==> src/rtl/nibble_serial_subtractor.sv <==
// Serial WIDTH-bit subtractor: a - b - bin computed one nibble per clock through a
// 4-bit carry-lookahead slice, with valid/ready handshakes on both sides.
module nibble_serial_subtractor #(
  parameter int WIDTH = 16
) (
  input  logic             clk,
  input  logic             rst_n,
  input  logic             in_valid,
  output logic             in_ready,
  input  logic [WIDTH-1:0] a,
  input  logic [WIDTH-1:0] b,
  input  logic             bin,
  output logic             out_valid,
  input  logic             out_ready,
  output logic [WIDTH-1:0] diff,
  output logic             bout,
  output logic             ovf,
  output logic             zero
);

  localparam int N    = WIDTH / 4;
  localparam int IDXW = (N > 1) ? $clog2(N) : 1;
  localparam logic [IDXW-1:0] LAST_IDX = IDXW'(N - 1);

  typedef enum logic [1:0] {
    IDLE = 2'd0,
    RUN  = 2'd1,
    DONE = 2'd2
  } state_t;

  // 4-bit generate/propagate lookahead adder; returns {carry_out, sum}.
  function automatic logic [4:0] cla4(input logic [3:0] x, input logic [3:0] y,
                                      input logic cin);
    logic [3:0] g;
    logic [3:0] p;
    logic [4:0] c;
    g    = x & y;
    p    = x ^ y;
    c[0] = cin;
    c[1] = g[0] | (p[0] & c[0]);
    c[2] = g[1] | (p[1] & g[0]) | (p[1] & p[0] & c[0]);
    c[3] = g[2] | (p[2] & g[1]) | (p[2] & p[1] & g[0]) | (p[2] & p[1] & p[0] & c[0]);
    c[4] = g[3] | (p[3] & g[2]) | (p[3] & p[2] & g[1]) | (p[3] & p[2] & p[1] & g[0])
         | (p[3] & p[2] & p[1] & p[0] & c[0]);
    return {c[4], p ^ c[3:0]};
  endfunction

  state_t            state_r;
  state_t            state_s;
  logic [IDXW-1:0]   idx_r;
  logic [WIDTH-1:0]  a_r;
  logic [WIDTH-1:0]  b_r;
  logic              borrow_r;
  logic [WIDTH-1:0]  work_r;
  logic [WIDTH-1:0]  work_s;
  logic [4:0]        nib_s;
  logic              accept_s;
  logic              last_s;
  logic              in_ready_r;
  logic              out_valid_r;
  logic [WIDTH-1:0]  diff_r;
  logic              bout_r;
  logic              ovf_r;
  logic              zero_r;

  assign in_ready  = in_ready_r;
  assign out_valid = out_valid_r;
  assign diff      = diff_r;
  assign bout      = bout_r;
  assign ovf       = ovf_r;
  assign zero      = zero_r;

  // Next-state decode and the current nibble slice (subtract as a + ~b + ~borrow).
  always_comb begin
    state_s  = state_r;
    accept_s = 1'b0;
    last_s   = 1'b0;
    nib_s    = cla4(a_r[{idx_r, 2'b00} +: 4], ~b_r[{idx_r, 2'b00} +: 4], ~borrow_r);
    work_s   = work_r;
    work_s[{idx_r, 2'b00} +: 4] = nib_s[3:0];
    case (state_r)
      IDLE: begin
        if (in_valid && in_ready_r) begin
          state_s  = RUN;
          accept_s = 1'b1;
        end else begin
          state_s = IDLE;
        end
      end
      RUN: begin
        if (idx_r == LAST_IDX) begin
          state_s = DONE;
          last_s  = 1'b1;
        end else begin
          state_s = RUN;
        end
      end
      DONE: begin
        if (out_ready) begin
          state_s = IDLE;
        end else begin
          state_s = DONE;
        end
      end
      default: begin
        state_s = IDLE;
      end
    endcase
  end

  // Control state and registered handshake outputs.
  always_ff @(posedge clk or negedge rst_n) begin
    if (!rst_n) begin
      state_r     <= IDLE;
      in_ready_r  <= 1'b0;
      out_valid_r <= 1'b0;
    end else begin
      state_r     <= state_s;
      in_ready_r  <= (state_s == IDLE);
      out_valid_r <= (state_s == DONE);
    end
  end

  // Operand capture and per-nibble working state.
  always_ff @(posedge clk or negedge rst_n) begin
    if (!rst_n) begin
      a_r      <= {WIDTH{1'b0}};
      b_r      <= {WIDTH{1'b0}};
      borrow_r <= 1'b0;
      idx_r    <= {IDXW{1'b0}};
      work_r   <= {WIDTH{1'b0}};
    end else if (accept_s) begin
      a_r      <= a;
      b_r      <= b;
      borrow_r <= bin;
      idx_r    <= {IDXW{1'b0}};
      work_r   <= {WIDTH{1'b0}};
    end else if (state_r == RUN) begin
      work_r   <= work_s;
      borrow_r <= ~nib_s[4];
      idx_r    <= last_s ? {IDXW{1'b0}} : idx_r + IDXW'(1);
    end
  end

  // Result registers: loaded once on the final nibble, otherwise held.
  always_ff @(posedge clk or negedge rst_n) begin
    if (!rst_n) begin
      diff_r <= {WIDTH{1'b0}};
      bout_r <= 1'b0;
      ovf_r  <= 1'b0;
      zero_r <= 1'b0;
    end else if (last_s) begin
      diff_r <= work_s;
      bout_r <= ~nib_s[4];
      ovf_r  <= (a_r[WIDTH-1] != b_r[WIDTH-1]) && (work_s[WIDTH-1] != a_r[WIDTH-1]);
      zero_r <= (work_s == {WIDTH{1'b0}});
    end
  end

endmodule

==> config.mk <==
export PLATFORM = sky130hd
export DESIGN_NAME = nibble_serial_subtractor
export DESIGN_NICKNAME = d
export VERILOG_FILES = /design/src/rtl/nibble_serial_subtractor.sv
export SDC_FILE = /design/constraint.sdc
export NUM_CORES = 1
export LEC_CHECK = 0
export CAP_MARGIN = 0
export CORE_MARGIN = 2
export CORE_UTILIZATION = 57
export CTS_BUF_LIST = sky130_fd_sc_hd__clkbuf_16
export DETAILED_ROUTE_END_ITERATION = 6
export PLACE_DENSITY = 0.82
export REMOVE_ABC_BUFFERS = 1
export SYNTH_ARGS = -nofsm -noshare
export SYNTH_HDL_FRONTEND = slang
export SYNTH_SLANG_ARGS = --single-unit
export TNS_END_PERCENT = 1
==> constraint.sdc <==
create_clock -name clk -period 4.8 [get_ports clk]
set_input_delay 0.48 -clock clk [delete_from_list [all_inputs] [get_ports clk]]
set_output_delay 0.48 -clock clk [all_outputs]
set_load 0.02 [all_outputs]
# [Yosys cells after proc, flatten, opt, wreduce, memory -nomap -nowiden]
# Cells that the tools add are included.
[op_classes] bitwise_logic=32 n_reduce_logical=6 n_shift=4 add_sub_neg=2 n_eq_ne=6 n_mux=16
[op_table] operator="16-bit 2-to-1 mux" count=2
[op_table] operator="16-bit by 5-bit indexed part select with 4-bit output" count=2
[op_table] operator="1-bit AND" count=16
[op_table] operator="16-bit bitwise mux" count=1
[op_table] operator="16-bit zero test" count=1
[op_table] operator="4-bit by 6-bit variable shift with 16-bit output, first input constant" count=1
[op_table] operator="4-bit by 6-bit indexed part select with 16-bit output" count=1
[op_table] operator="2-bit 2-to-1 mux" count=5
[op_table] operator="1-bit bitwise OR" count=10
[op_table] operator="4-bit bitwise XOR" count=2
[op_table] operator="1-bit 2-to-1 mux" count=7
[op_table] operator="2-bit == test, second input constant" count=3
[op_table] operator="4-bit negator with 6-bit output" count=1
[op_table] operator="2-bit case mux with 3 select lines" count=1
[op_table] operator="4-bit AND" count=1
[op_table] operator="2-bit zero test" count=2
[op_table] operator="4-bit NOT" count=1
[op_table] operator="2-bit by 1-bit adder with 2-bit output, second input constant" count=1
[op_table] operator="2-bit by 1-bit == test with 1-bit output, second input constant" count=1
[op_table] operator="1-bit logical AND" count=2
[op_table] operator="1-bit != test" count=2
[op_table] operator="1-bit NOT" count=2
[op_table] operator="2-bit nonzero test" count=1
[totals] elab_cells=78 regBits=74

# [Longest topological paths before layout]
# Gate-level depths: netlist (run 1).
[logic_depth] ltp_word=12 mapped_depth=9 mapped_depth_nobuf=8

# [Least setup slack after synthesis (run 1)]
# Ideal clock, no wire load.
[synth_path] path_type="register -> register" from="register idx_r[0]" to="register zero_r, in the netlist zero" arrival_time_ps=2660 path_slack_ps=2017 period_less_slack_ps=2783 required_time_ps=4677 n_path_buf=1 path_stages_with_launch=9 cell_sequence="dfrtp_1 buf_2 mux4_2 ha_1 and4b_4 a211oi_4 xnor2_1 o32a_1 o31ai_2"
[synth_via] elab_chain_cells=11
[synth_rtl] element="start: declaration" line="50" source="logic [IDXW-1:0] idx_r;"
[synth_rtl] element="start signal: assignment" line="130" source="idx_r <= {IDXW{1'b0}};"
[synth_rtl] element="start signal: assignment" line="136" source="idx_r <= {IDXW{1'b0}};"
[synth_rtl] element="start signal: assignment" line="141" source="idx_r <= last_s ? {IDXW{1'b0}} : idx_r + IDXW'(1);"
[synth_rtl] element="16-bit by 5-bit indexed part select with 4-bit output" line="78" source="nib_s = cla4(a_r[{idx_r, 2'b00} +: 4], ~b_r[{idx_r, 2'b00} +: 4], ~borrow_r);"
[synth_rtl] element="4-bit NOT" line="78"
[synth_rtl] element="4-bit bitwise XOR or 4-bit AND (tied branches)" line="38, 37"
[synth_rtl] element="1-bit AND" line="42" source="c[3] = g[2] | (p[2] & g[1]) | (p[2] & p[1] & g[0]) | (p[2] & p[1] & p[0] & c[0]);"
[synth_rtl] element="1-bit bitwise OR or 1-bit AND (tied branches) (2 in series)" line="42"
[synth_rtl] element="1-bit bitwise OR" line="42"
[synth_rtl] element="4-bit bitwise XOR" line="45" source="return {c[4], p ^ c[3:0]};"
[synth_rtl] element="4-bit by 6-bit indexed part select with 16-bit output" line="80" source="work_s[{idx_r, 2'b00} +: 4] = nib_s[3:0];"
[synth_rtl] element="16-bit bitwise mux" line="80"
[synth_rtl] element="16-bit zero test" line="156" source="zero_r <= (work_s == {WIDTH{1'b0}});"
[synth_rtl] element="end signal: assignment" line="156"
[synth_rtl] element="end: declaration" line="64" source="logic zero_r;"
# Parallel ways exist; a longest one is shown, timed or not.
# A chain may end at the register's enable or synchronous reset.

# [Final worst setup path (run 1)]
[layout_path] from="register idx_r[0]" to="register diff_r[11], in the netlist diff[11]"
[layout_via] elab_chain_cells=10
[layout_rtl] element="16-bit by 5-bit indexed part select with 4-bit output" line="78"
[layout_rtl] element="4-bit NOT" line="78"
[layout_rtl] element="4-bit bitwise XOR or 4-bit AND (tied branches)" line="38, 37"
[layout_rtl] element="1-bit AND" line="42"
[layout_rtl] element="1-bit bitwise OR or 1-bit AND (tied branches) (2 in series)" line="42"
[layout_rtl] element="1-bit bitwise OR" line="42"
[layout_rtl] element="4-bit bitwise XOR" line="45"
[layout_rtl] element="4-bit by 6-bit indexed part select with 16-bit output" line="80"
[layout_rtl] element="16-bit bitwise mux" line="80"
[layout_rtl] element="end signal: assignment" line="148" source="diff_r <= {WIDTH{1'b0}};"
[layout_rtl] element="end signal: assignment" line="153" source="diff_r <= work_s;"
[layout_rtl] element="end: declaration" line="61" source="logic [WIDTH-1:0] diff_r;"
# Parallel ways exist; a longest one is shown, timed or not.

==> flow_metrics.tcl, run 1 <==
set metrics [dict create \
    status "finished clean" \
    area_delta_synth_final_pct 25.8 \
    place_area_mm2 0.00419 \
    worst_r2r_path_depth 7 \
    clock_skew_ns 0.00452 \
    core.rowCount 28 \
    fmax_mhz 323 \
    synth_ff_type "dfrtp_1" \
    synthesis.area_mm2 0.00354 \
    insertion_delay_ns 0.33 \
    post-route-drc-count 0 \
    ys_warn_count 0 \
    io_buffers 57 \
    grt-ovfl-total 0 \
    postLayoutCellArea_mm2 0.00445 \
    internal-power_mw 2.06 \
    worstPathCellList "mux4_2 -> ha_1 -> and4b_4 -> a211oi_4 -> xnor2_1 -> a21oi_1 -> o21ai_0" \
    layout.nets 410 \
    hp-class "primary input to async pin" \
    dpl.hpwl_um 5330 \
    cts_root_buf "clkbuf_16" \
    cts_tree "done" \
    worstPathRequired_ns 5.04 \
    synth_seq_area_share_pct 52.4 \
    ctsResizeCount 0 \
    syn-mean-instance-area_um2 11.8 \
    period_share_pct 64.6 \
    globalplace.congestion 0.976 \
    critPathSlowestCell "dfrtp_1" \
    cts_max_path_buffers 2 \
    rsz0062_at_grt "false" \
    routedWlPerCell_um 16.9 \
    coreArea_mm2 0.00596 \
    cts_num_sinks 74 \
    grt.total_usage_pct 24.6 \
    die_w_um 82.8 \
    path_delay_family "flip-flops" \
    max_slew_margin_pct 48.4 \
    setup_viol 0 \
    crit_path_max_incr_delay_ns 0.84 \
    vdd_drop_max_mv 0.402 \
    netSwitchingFraction_pct 41.6 \
    wl_um 7430 \
    power.density_mw_per_mm2 792 \
    worst-path-stages 7 \
    ctsHtreeMaxLevel 3 \
    die_h_um 82.8 \
    synth_enable_flop_cells 0 \
    finalPower_mw 3.52 \
    max_cap_violations 0 \
    finalHoldViolations 0 \
    cts_made_buffers 9 \
    ioPinCount 58 \
    async_flop_share_pct 100 \
    arrival_ns 3.34 \
    power_frac_comb_pct 53.1 \
    cp-end-kind "flip-flop" \
    start_kind "flip-flop" \
    dieArea_mm2 0.00685 \
    path_buf_inv 0 \
    cts_setup_buffers 0 \
    grt_antenna_before_repair 0 \
    drt_iter0_markers 268 \
    vias 2603 \
    viasPerCell 5.90 \
    ant_nets 0 \
    antenna-diode-count 0 \
    synth_cells 300 \
    start_util_pct 59.4 \
    leakagePower_nw 1.91 \
    grt_pass1_vias 2557 \
    synth-seq-cells 74 \
    power_frac_seq_pct 30.5 \
    drv_slew 0 \
    worst_pin_slew_ns 0.774 \
    yosysUniqueCellTypes 44 \
    grt_max_degree 40 \
    drive_gt1_share_pct 17.8 \
    setup_tns_ns 0 \
    critPathKind "flip-flop to flip-flop" \
    cts.reportedPaths.clkPinSlew_ns 0.05 \
    timing.final.crit_period_ns 3.10 \
    p_clk_share_pct 16.3 \
    ctsHoldBuffers 0 \
    drt-pass1-iter-count 4 \
    p_switching_mw 1.46 \
    grt_pass1_wl_um 12400 \
    worstPathMaxFanout 17 \
]
cells in the mapped netlist (all sizes together), types with 2 or more instances:
cell type | n | area share (%)
a22o | 12 | 3.0
nand2b | 6 | 1.1
mux4 | 8 | 5.1
a21oi | 17 | 2.4
o31ai | 4 | 0.99
a22oi | 7 | 1.5
clkbuf | 9 | 0.96
or2 | 2 | 0.35
nor2b | 6 | 1.1
o21ai | 22 | 3.1
nor3 | 6 | 0.99
inv | 13 | 1.4
buf | 4 | 0.57
nor2 | 12 | 1.3
mux2 | 31 | 9.9
ha | 11 | 3.9
o22ai | 3 | 0.53
xnor2 | 3 | 0.74
nand2 | 27 | 2.9
and2 | 3 | 0.53
nand4 | 2 | 0.35
dfrtp | 74 | 52
layer usage:
layer | track usage, % | up-vias | wire (um)
li1 | - | 1212 | -
met1 | 32.5 | 1255 | 3170
met2 | 39.2 | 113 | 3560
met3 | 5.22 | 23 | 468
met4 | 11.3 | 0 | 237
met5 | 0 | - | 0
power by group through the flow:
| stage | sequential (mW) | clock [mW] | combinational, mW |
|---|---|---|---|
| 6_report | 1.07 | 0.575 | 1.87 |
| 5_1_grt | 1.11 | 0.608 | 2.06 |
| 4_1_cts | 1.08 | 0.585 | 1.86 |
| 3_5_place_dp | 1.08 | 0 | 1.85 |
| 3_3_place_gp | 1.08 | 0 | 1.79 |
| 2_1_floorplan | 1.10 | 0 | 1.27 |
kinds of logic (layout without fill, tap and decap cells):
kind of cell               Yosys count  after routing  synth area share [%]
AOI/OAI and AO/OA                   75             75                  14.3
DFF                                 74             74                  52.4
and+or+nand+nor                     70             70                  10.1
muxes                               39             39                  15.0
buffers and inverters               26             92                  2.90
adders and majority gates           12             12                  4.46
xor gates and xnor gates             4              4                 0.991
cell type report:
cell class,instances,area [um2]
timing repair buffer,63,611
sequential,74,1850
fill,427,1510
inverter,13,48.8
tap,75,93.8
clock inverter,7,30.0
multi-input combinational,200,1590
clock buffer,9,225
path summary, 6_finish.rpt:
| path | start | end | slack [ns] |
|---|---|---|---|
| max | idx_r[0] | diff[11] | 1.70 |
| min reg2reg | diff[7] | diff[7] | 0.48 |
| min | rst_n | diff[14] | 0.22 |
| min in group clk | diff[7] | diff[7] | 0.48 |
| max in group asynchronous | rst_n | a_r[2] | 3.59 |
| max reg2reg | idx_r[0] | diff[11] | 1.70 |
cells in the final DEF, fill, tap and decap left out, types with 2 or more instances in the layout:
cell type / instances
dfrtp_1: 74
clkdlybuf4s50_1: 56
mux2_2: 31
nand2_1: 27
o21ai_0: 22
a21oi_1: 17
inv_1: 16
nor2_1: 12
a22o_1: 12
ha_1: 11
clkbuf_16: 9
mux4_2: 8
a22oi_1: 7
nor2b_1: 6
buf_4: 6
nand2b_1: 5
nor3_1: 4
and2_1: 3
xnor2_1: 3
o22ai_1: 3
o31ai_1: 3
clkinv_2: 3
nor3_2: 2
nand4_1: 2
per-stage QoR:
stage / worst slack (ns) / hold slack [ns] / utilization [%] / cells
after floorplan: 0.738 / 0.184 / - / 287
after global placement: 1.75 / 0.462 / 70.4 / 425
after detailed placement: 1.70 / 0.470 / 70.4 / 425
after CTS: 1.66 / 0.251 / 74.7 / 441
after global routing: 1.46 / 0.293 / 74.7 / 441
final: 1.70 / 0.223 / 74.7 / 441
worst register-to-register path, stage by stage, from the launching register on:
cell,delay [ns]
dfrtp_1,0.84
mux4_2,0.61
ha_1,0.37
and4b_4,0.24
a211oi_4,0.31
xnor2_1,0.28
a21oi_1,0.17
o21ai_0,0.20
sequential cells by signal, summed over array words and instances (netlist names):
signal / count
idx_r: 2
diff: 16
in_ready: 1
work_r: 16
a_r: 16
state_r: 2
out_valid: 1
b_r: 16
borrow_r: 1
bout: 1
zero: 1
ovf: 1
No activity file was read; power rests on OpenSTA's default activity.
==> inputs of run 2 (changes only) <==
--- a/config.mk
+++ b/config.mk
@@ -7,10 +7,10 @@
 export LEC_CHECK = 0
 export CAP_MARGIN = 0
 export CORE_MARGIN = 2
-export CORE_UTILIZATION = 57
+export CORE_UTILIZATION = 53
 export CTS_BUF_LIST = sky130_fd_sc_hd__clkbuf_16
 export DETAILED_ROUTE_END_ITERATION = 6
-export PLACE_DENSITY = 0.82
+export PLACE_DENSITY = 0.77
 export REMOVE_ABC_BUFFERS = 1
 export SYNTH_ARGS = -nofsm -noshare
 export SYNTH_HDL_FRONTEND = slang
==> constraint.sdc (replaced) <==
create_clock -name clk -period 3.2 [get_ports clk]
set_input_delay 0.32 -clock clk [delete_from_list [all_inputs] [get_ports clk]]
set_output_delay 0.32 -clock clk [all_outputs]
set_load 0.02 [all_outputs]
==> run 2 against run 1 <==
Compared with the run above: clock power rose by 65%; sequential cell count unchanged; non-clock buffer count is 4 higher; global-route usage fell by 1.2 points; largest cell class unchanged; critical path depth unchanged; worst setup slack got worse by 1.3 ns.
==> flow_metrics.tcl, run 2 (synthesis gave the netlist of run 1 again) <==
set metrics [dict create \
    drv_slew 0 \
    final_common_cell "dfrtp_1" \
    vdd_drop_max_mv 0.729 \
    ctsHtreeMaxLevel 3 \
    layout.nets 414 \
    coreArea_mm2 0.00639 \
    grt_pass1_wl_um 13300 \
    antenna-diode-count 0 \
    dpl.hpwl_um 5580 \
    finalHoldViolations 0 \
    cts.reportedPaths.clkPinSlew_ns 0.06 \
    die_w_um 85.7 \
    worst_pin_slew_ns 0.837 \
    drt-pass1-iter-count 4 \
    worstPathCellList "mux4_2 -> ha_1 -> and4b_4 -> a211oi_4 -> xnor2_1 -> o32a_1 -> o31ai_2" \
    cts_max_path_buffers 2 \
    worst_r2r_path_depth 7 \
    layout_common_cells "dfrtp_1, clkdlybuf4s50_1, mux2_2, nand2_1, o21ai_0" \
    grt_pass1_vias 2761 \
    setup_viol 0 \
    rr_startpoint "idx_r[0]" \
    ctsResizeCount 0 \
    ctsHoldBuffers 0 \
    fmax_mhz 354 \
    leakagePower_nw 1.95 \
    crit_path_max_incr_delay_ns 0.57 \
    dieArea_mm2 0.00734 \
    status "finished clean" \
    grt.total_usage_pct 23.4 \
    io_buffers 57 \
    die_h_um 85.7 \
    drt_iter0_markers 143 \
    cts_made_buffers 9 \
    startpoint "idx_r[0]" \
    wl_um 7710 \
    critPathKind "flip-flop to flip-flop" \
    grt_antenna_before_repair 0 \
    period_share_pct 88.3 \
    critPathSlowestCell "dfrtp_1" \
    viasPerCell 5.87 \
    ioPinCount 58 \
    worstPathMaxFanout 7 \
    cts_setup_buffers 0 \
    globalplace.congestion 0.934 \
    cp-end-kind "flip-flop" \
    insertion_delay_ns 0.33 \
    drive_gt1_share_pct 18.6 \
    ant_nets 0 \
    grt_max_degree 39 \
    power.density_mw_per_mm2 1240 \
    dp_slack_ns 0.368 \
    setup_tns_ns 0 \
    cts_num_sinks 74 \
    core.rowCount 29 \
    start_kind "flip-flop" \
    post-route-drc-count 0 \
    fillers 482 \
    max_slew_margin_pct 44.2 \
    clock_skew_ns 0.00511 \
    start_util_pct 55.4 \
    routedWlPerCell_um 17.2 \
    max_cap_violations 0 \
    grt-ovfl-total 0 \
    hp-class "primary input to async pin" \
    timing.final.crit_period_ns 2.83 \
    worstPathRequired_ns 3.41 \
    area_delta_synth_final_pct 27.7 \
    rsz0062_at_grt "false" \
    cts_root_buf "clkbuf_16" \
    place_area_mm2 0.00424 \
    cts_tree "done" \
    arrival_ns 3.04 \
    postLayoutCellArea_mm2 0.00452 \
    vias 2623 \
    worst_slack_ns 0.373 \
]
[run 2: cell types whose count changed in the layout (fill, tap and decap cells not counted), sizes merged]
cell    delta
inv        +1
buf        +4
bufinv     +1
clkinv     -2
[run 2: worst max-delay path: cells and delay by family (launching register included)]
| kind | cells | cell delay (ns) |
|---|---|---|
| AOI/OAI and AO/OA | 3 | 0.64 |
| muxes | 1 | 0.56 |
| adders and majority gates | 1 | 0.38 |
| and+or+nand+nor | 1 | 0.23 |
| DFF | 1 | 0.57 |
| xor gates and xnor gates | 1 | 0.32 |
[run 2: final cells by class]
class	count	area, um2	share of cell area [%]
sequential	74	1850	41.0
multi-input combinational	200	1590	35.1
timing repair buffer	67	653	14.5
clock buffer	9	225	4.99
tap	77	96.3	2.13
clock inverter	7	55.1	1.22
inverter	13	48.8	1.08
[run 2: path summary, 6_finish.rpt]
kind	to	slack [ns]
max	zero	0.37
max reg2reg	zero	0.37
max in group asynchronous	work_r[9]	2.43
min in group clk	diff[4]	0.47
min	b_r[3]	0.09
min reg2reg	diff[4]	0.47
[run 2: metrics by stage]
stage,total power [mW],hold WS (ns),util [%],cells
after detailed placement,4.61,0.459,66.3,431
after floorplan,3.55,0.0244,-,287
after global placement,4.50,0.459,66.3,431
after CTS,5.58,0.119,70.7,447
final,5.59,0.0915,70.7,447
after global routing,5.96,0.173,70.7,447
[run 2: per-layer routing]
layer | wire, um | vias up | track usage, %
met3 | 383 | 17 | 4.62
met2 | 3800 | 90 | 38.1
li1 | - | 1219 | -
met5 | 0 | - | 0
met1 | 3340 | 1297 | 30.2
met4 | 184 | 0 | 11.4
[run 2: power breakdown]
group          switching (mW)  leakage, nW  internal, mW
sequential              0.250        0.947          1.32
clock                   0.358        0.154         0.589
combinational            1.69        0.846          1.38
total                    2.30         1.95          3.29
